`src/rtl/fetch_unit.sv`:
```
// Instruction fetch stage: one outstanding single-word request, buffering of a
// response under stall, stale-response discard after redirect, fetch-fault reporting.
module fetch_unit #(
  parameter logic [31:0] RESET_VECTOR = 32'h0000_0000
) (
  input  logic        clk,
  input  logic        reset_n,
  input  logic        stall,
  input  logic        redirect,
  input  logic [31:0] redirect_address,
  output logic        mem_valid,
  output logic [31:0] mem_address,
  input  logic        mem_ready,
  input  logic        mem_rvalid,
  input  logic [31:0] mem_rdata,
  input  logic        mem_error,
  output logic [31:0] pc_out,
  output logic [31:0] next_pc_out,
  output logic [31:0] instruction_out,
  output logic        valid_out,
  output logic        exception_out,
  output logic [3:0]  ecause_out
);

  typedef enum logic [1:0] {S_REQ, S_WAIT, S_HOLD, S_HALT} state_t;

  state_t      state;
  logic [31:0] pc;
  logic [31:0] pc_plus4;
  logic [31:0] buf_data;
  logic        buf_error;
  logic        discard;
  logic        mis_pending;
  logic        accept;
  logic        in_flight;
  logic        deliver;
  logic        deliver_fault;
  logic [3:0]  deliver_cause;
  logic [31:0] deliver_data;

  // No new request while a dropped response is still owed by memory.
  assign mem_valid   = reset_n && (state == S_REQ) && !discard;
  assign mem_address = pc;
  assign accept      = mem_valid && mem_ready;
  assign pc_plus4    = pc + 32'd4;
  assign in_flight   = accept || (((state == S_WAIT) || discard) && !mem_rvalid);

  always_comb begin
    deliver       = 1'b0;
    deliver_fault = 1'b0;
    deliver_cause = 4'd0;
    deliver_data  = mem_rdata;
    if (!redirect && !stall) begin
      case (state)
        S_WAIT: begin
          if (mem_rvalid && !discard) begin
            deliver       = 1'b1;
            deliver_fault = mem_error;
            deliver_cause = 4'd1;
          end
        end
        S_HOLD: begin
          deliver       = 1'b1;
          deliver_fault = buf_error;
          deliver_cause = 4'd1;
          deliver_data  = buf_data;
        end
        S_HALT: begin
          if (mis_pending) begin
            deliver       = 1'b1;
            deliver_fault = 1'b1;
            deliver_cause = 4'd0;
          end
        end
        default: ;
      endcase
    end
  end

  always_ff @(posedge clk or negedge reset_n) begin
    if (!reset_n) begin
      state           <= S_REQ;
      pc              <= RESET_VECTOR;
      discard         <= 1'b0;
      mis_pending     <= 1'b0;
      buf_data        <= 32'd0;
      buf_error       <= 1'b0;
      pc_out          <= 32'd0;
      next_pc_out     <= 32'd0;
      instruction_out <= 32'd0;
      valid_out       <= 1'b0;
      exception_out   <= 1'b0;
      ecause_out      <= 4'd0;
    end else if (redirect) begin
      pc            <= redirect_address;
      discard       <= in_flight;
      buf_error     <= 1'b0;
      valid_out     <= 1'b0;
      exception_out <= 1'b0;
      mis_pending   <= (redirect_address[1:0] != 2'b00);
      if (redirect_address[1:0] != 2'b00)
        state <= S_HALT;
      else if (in_flight)
        state <= S_WAIT;
      else
        state <= S_REQ;
    end else begin
      if (mem_rvalid && discard)
        discard <= 1'b0;
      if (!stall) begin
        valid_out     <= 1'b0;
        exception_out <= 1'b0;
      end
      if (deliver) begin
        pc_out          <= pc;
        next_pc_out     <= pc_plus4;
        instruction_out <= deliver_fault ? 32'd0 : deliver_data;
        valid_out       <= 1'b1;
        exception_out   <= deliver_fault;
        ecause_out      <= deliver_fault ? deliver_cause : 4'd0;
        mis_pending     <= 1'b0;
        // A faulting fetch parks the unit until the next redirect.
        if (deliver_fault) begin
          state <= S_HALT;
        end else begin
          pc    <= pc_plus4;
          state <= S_REQ;
        end
      end else begin
        case (state)
          S_REQ: begin
            if (accept)
              state <= S_WAIT;
          end
          S_WAIT: begin
            if (mem_rvalid) begin
              if (discard) begin
                state <= S_REQ;
              end else begin
                buf_data  <= mem_rdata;
                buf_error <= mem_error;
                state     <= S_HOLD;
              end
            end
          end
          default: ;
        endcase
      end
    end
  end

endmodule

```
`config.mk`:
```
export PLATFORM = sky130hd
export DESIGN_NAME = fetch_unit
export DESIGN_NICKNAME = d
export VERILOG_FILES = /design/src/rtl/fetch_unit.sv
export SDC_FILE = /design/constraint.sdc
export NUM_CORES = 1
export LEC_CHECK = 0
export ABC_CLOCK_PERIOD_IN_PS = 5600
export CAP_MARGIN = 40
export CORE_ASPECT_RATIO = 2
export CORE_MARGIN = 2
export CORE_UTILIZATION = 35
export DETAILED_ROUTE_END_ITERATION = 7
export PLACE_DENSITY = 0.61
export SLEW_MARGIN = 20
export SYNTH_ARGS = -nofsm -noshare
export SYNTH_HDL_FRONTEND = slang
export SYNTH_SLANG_ARGS = --single-unit
```
`constraint.sdc`:
```
create_clock -name clk -period 5.6 [get_ports clk]
set_input_delay 0.84 -clock clk [delete_from_list [all_inputs] [get_ports clk]]
set_output_delay 0.84 -clock clk [all_outputs]
set_load 0.02 [all_outputs]
```
# After elaboration in Yosys (flattened, before gate mapping)
# Index checks and enable logic that the tools add are counted.
[op_classes]
n_eq_ne = 9
n_addsub = 1
n_bitwise = 3
mux = 40
reduce_logical = 25
[ops]
columns = ["operator", "n"]
rows = [
  ["$mux W32", 6],
  ["$add A32 B3 Y32 const B", 1],
  ["$mux W1", 22],
  ["$mux W2", 7],
  ["$reduce_bool A2 Y1", 5],
  ["$ne A4 B4 Y1 const B", 2],
  ["$logic_and A1 B1 Y1", 7],
  ["$ne A2 B2 Y1 const B", 3],
  ["$pmux W1 S3", 2],
  ["$reduce_and A5 Y1", 1],
  ["$eq A2 B2 Y1 const B", 2],
  ["$logic_not A1 Y1", 4],
  ["$mux W4", 1],
  ["$pmux W2 S2", 1],
  ["$reduce_and A2 Y1", 2],
  ["$reduce_and A4 Y1", 1],
  ["$reduce_bool A4 Y1", 1],
  ["$ne A3 B1 Y1 const B", 1],
  ["$not A1 Y1", 3],
  ["$reduce_and A3 Y1", 1],
  ["$eq A2 B1 Y1 const B", 1],
  ["$logic_not A2 Y1", 1],
  ["$logic_or A1 B1 Y1", 2],
  ["$pmux W1 S2", 1],
]
[totals]
output_inout_bits = 135
ff_bits = 171
input_bits = 71
wordCells = 90

# Logic depth before layout (Yosys ltp)
[depth]
ltp_word = 8
ltp_mapped = 10

# Least setup slack after synthesis
# Ideal clock, no wire load.
[synth_path]
path_kind = "input port to flip-flop"
startpoint = "input redirect"
endpoint = "register next_pc_out[8]"
setup_time_ns = 0.136
stages = 9
path_slack_ns = 3.215
n_path_buf = 5
arrival_time_ns = 2.249
path_cell_list = "clkbuf_1 > or3_1 > clkbuf_1 > a21o_1 > clkbuf_1 > buf_2 > buf_2 > nand2_1 > o21ai_0"
[synth_via]
elab_chain_cells = 4
elab_cells_between_ends = 5
[synth_lines]
columns = ["element", "line", "source"]
rows = [
  ["start: declaration", "9", "input logic redirect,"],
  ["$logic_not A1 Y1", "53", "if (!redirect && !stall) begin"],
  ["$logic_and A1 B1 Y1", "53", ""],
  ["$mux W1", "53", ""],
  ["$reduce_and A2 Y1 (no source line) (*)", "-", ""],
  ["end signal: assignment", "116", "next_pc_out <= pc_plus4;"],
  ["end: declaration", "18", "output logic [31:0] next_pc_out,"],
]
# Mark *: on every way between the ends. The rest lies on a longest branch, timed or not.
# A chain may end at the register's enable or synchronous reset.

# Worst setup path in the final report
[layout_path]
startpoint = "input reset_n"
endpoint = "output mem_valid"
[layout_via]
elab_chain_cells = 2
[layout_lines]
columns = ["element", "line", "source"]
rows = [
  ["start: declaration", "7", "input logic reset_n,"],
  ["$logic_and A1 B1 Y1 (2 in series)", "42", "assign mem_valid = reset_n && (state == S_REQ) && !discard;"],
  ["end: declaration", "11", "output logic mem_valid,"],
]
# Every way passes these cells.

==> flow_summary.yaml <==
run_status:
  run_status: "finished, final reports clean"
synthesis:
  synth_cell_type_count: 58
  ys_seq_area_share_pct: 53.2
  ys_warn_count: 0
  synth_enable_flop_cells: 0
  synth_area_mm2: 0.00781
  async_flop_share_pct: 100
  synth-main-ff-cell: "dfrtp_1"
  post_synth.cell_area_avg_um2: 10.0
  yosys_register_bits: 166
  synthCells: 781
route:
  detail_route.drc_violations: 0
  drt_iter0_drc: 269
  antenna_left: 0
  drt_pre_antenna_iters: 4
  maxUsedRoutingLayer: "met4"
  avgViaCountPerCell: 4.98
  route.met2.wl_um: 12300
  met3WireLength_um: 961
  detail_route.wl_per_cell_um: 18.0
  met1_length_um: 8230
  routed_wirelength_um: 22400
  route.vias.total: 6220
worst_setup_path:
  r2r_worst_path_depth: 8
  worst_setup_path_end_kind: "output port"
  critPathKind: "in -> out"
  start_kind: "primary input"
  critical_path.max_fanout: 30
  crit_required_ns: 4.76
  worst-endpoint-arrival_ns: 2.11
sta:
  fin_crit_ns: 2.95
  final_max_slew_viol_count: 0
  setup_total_negative_slack_ns: 0
  min_period_over_period_pct: 52.6
  timing_hold_violations_final: 0
  worst-slew-pin-transition_ns: 0.786
  final.setup_skew_ns: 0.0110
  final-setup-viol-count: 0
  max_clock_freq_ghz: 0.339
  unrepaired_setup_endpoints_after_global_routing: "no"
  max_slew_margin_pct: 47.1
clock_network:
  tritoncts: "yes"
  root_buffer_master: "clkbuf_16"
  postCtsResizedCells: 0
  cts_num_sinks: 166
  cts_max_path_buffers: 2
  cts.reportedPaths.clkPinSlew_ns: 0.06
  hold_buffers: 0
  tritoncts.num_buffers: 17
  htree_num_levels: 4
  clock_insertion_delay_worst_skew_ns: 0.43
  cts_setup_buffers: 0
place:
  placed_cells_incl_taps: 1213
  globalplace.congestion: 0.780
  detailed_place_hpwl_um: 16100
  io_buffers: 202
job:
  maxCapViolations: 0
global_routing:
  grt_antenna_before_repair: 2
  global_route.overflow_total: 0
  vias_in_the_first_global_route: 6344
  grt_first_pass_wirelength_um: 34800
  gr-usage-all-layers_pct: 19.4
  grt_max_degree: 80
min_path:
  hold_class: "in -> async"
die:
  placementRows: 77
  floorplan.die_area_mm2: 0.0236
  start_util_pct: 35.4
  die_width_um: 110
  ios: 206
  fp.coreArea_mm2: 0.0221
  die-height_um: 215
finish:
  area_growth_syn_to_layout_pct: 36.6
  finalNetCount: 1034
  most-common-layout-cells: "nand2_1 (200), clkdlybuf4s50_1 (200), dfrtp_1 (166)"
  fillCellCount: 2103
  layout-drive-gt1-share_pct: 10.3
  postLayoutCoreUtil_pct: 48.4
  layout.cells.non_filler: 1248
pwr:
  vdd_ir_drop_max_mv: 0.236
  cellLeakagePower_uw: 0.00446
  power.total_uw: 5510
  power.density_cell_area_mw_per_mm2: 516
[critical path, cell delays in order]
cell	delay (ns)
buf_6	0.25
nor2b_1	0.24
and2_1	0.16
clkdlybuf4s50_1	0.60
[cell type report]
class | instances | area (um2) | area share [%]
Antenna cell | 2 | 5.00 | 0.0469
Clock buffer | 20 | 447 | 4.18
Clock inverter | 12 | 154 | 1.44
Inverter | 8 | 30.0 | 0.281
Multi-Input combinational cell | 548 | 3330 | 31.2
Sequential cell | 166 | 4150 | 38.9
Tap cell | 276 | 345 | 3.23
Timing Repair Buffer | 216 | 2210 | 20.7
[path summary, 6_finish.rpt]
check / from / to / slack, ns
max: reset_n / mem_valid / 2.65
min: reset_n / buf_data[6] / 0.28
max reg2reg: state[1] / mem_address[30] / 3.07
min reg2reg: pc_out[7] / pc_out[7] / 0.48
max in group asynchronous: reset_n / mem_address[3] / 4.00
min in group clk: pc_out[7] / pc_out[7] / 0.48
[power by group]
group	total [uW]	switching [uW]	internal [uW]	leakage [uW]
Combinational	2280	1220	1060	0.00213
Sequential	2020	338	1680	0.00204
Clock	1210	498	714	0.000286
Total	5510	2050	3450	0.00446
[routing by layer]
metal,global-route usage (%),vias up
met5,0,-
met4,9.79,0
met3,3.52,46
met2,35.1,176
met1,21.0,2988
li1,-,3010
[stage by stage]
stage	hold WS (ns)	cell area [um2]	worst slack [ns]
after CTS	0.275	10600	2.63
after floorplan	0.458	7820	3.22
after detailed placement	0.463	10000	2.20
after global placement	0.459	9950	2.25
after global routing	0.283	10700	2.52
final	0.281	10700	2.65
[state kept, by name, summed over array words and instances, names as in the netlist]
register / flops
buf_data: 32
buf_error: 1
discard: 1
ecause_out: 1
exception_out: 1
instruction_out: 32
mem_address: 32
mis_pending: 1
next_pc_out: 30
pc_out: 32
state: 2
valid_out: 1
[Yosys cell counts (2+ instances only)]
master | count | area [um2]
and2_1 | 3 | 18.8
nor4_1 | 5 | 31.3
nand4_2 | 3 | 37.5
mux2_2 | 35 | 394
o31ai_1 | 3 | 22.5
o21ai_1 | 58 | 290
and3_1 | 5 | 31.3
mux2i_1 | 33 | 330
nor3b_1 | 2 | 15.0
nor2b_1 | 3 | 18.8
inv_1 | 7 | 26.3
nand3_1 | 15 | 75.1
xor2_1 | 27 | 236
a311oi_1 | 5 | 43.8
o32ai_1 | 2 | 17.5
nor2_1 | 19 | 71.3
o22ai_1 | 7 | 43.8
o21ai_0 | 29 | 145
a21oi_1 | 18 | 90.1
xnor2_1 | 13 | 114
buf_2 | 16 | 80.1
o22a_1 | 2 | 17.5
buf_6 | 2 | 22.5
clkbuf_2 | 3 | 15.0
a31oi_1 | 5 | 31.3
a211oi_1 | 3 | 22.5
nand2_1 | 200 | 751
nand3_2 | 2 | 20.0
o21a_1 | 2 | 15.0
nor3_1 | 5 | 25.0
dfrtp_1 | 166 | 4150
nand4_1 | 13 | 81.3
clkbuf_8 | 4 | 55.1
o21bai_1 | 2 | 15.0
clkbuf_1 | 26 | 97.6
buf_4 | 10 | 75.1
a21oi_2 | 2 | 17.5
ha_1 | 6 | 75.1
[logic make-up (layout without fill, tap and decap cells)]
| logic type | count (synthesis) | after routing | synth area share [%] |
|---|---|---|---|
| AND/OR/NAND/NOR | 282 | 282 | 16.0 |
| flip-flops | 166 | 166 | 53.2 |
| AO/OA/AOI/OAI | 149 | 149 | 11.3 |
| buffers and inverters | 69 | 256 | 4.80 |
| multiplexers | 68 | 68 | 9.27 |
| XOR/XNOR | 40 | 40 | 4.48 |
| adder cells (fa/ha/maj) | 6 | 6 | 0.961 |
| other | 1 | 5 | 0.0480 |
(Power assumes the default switching activity.)
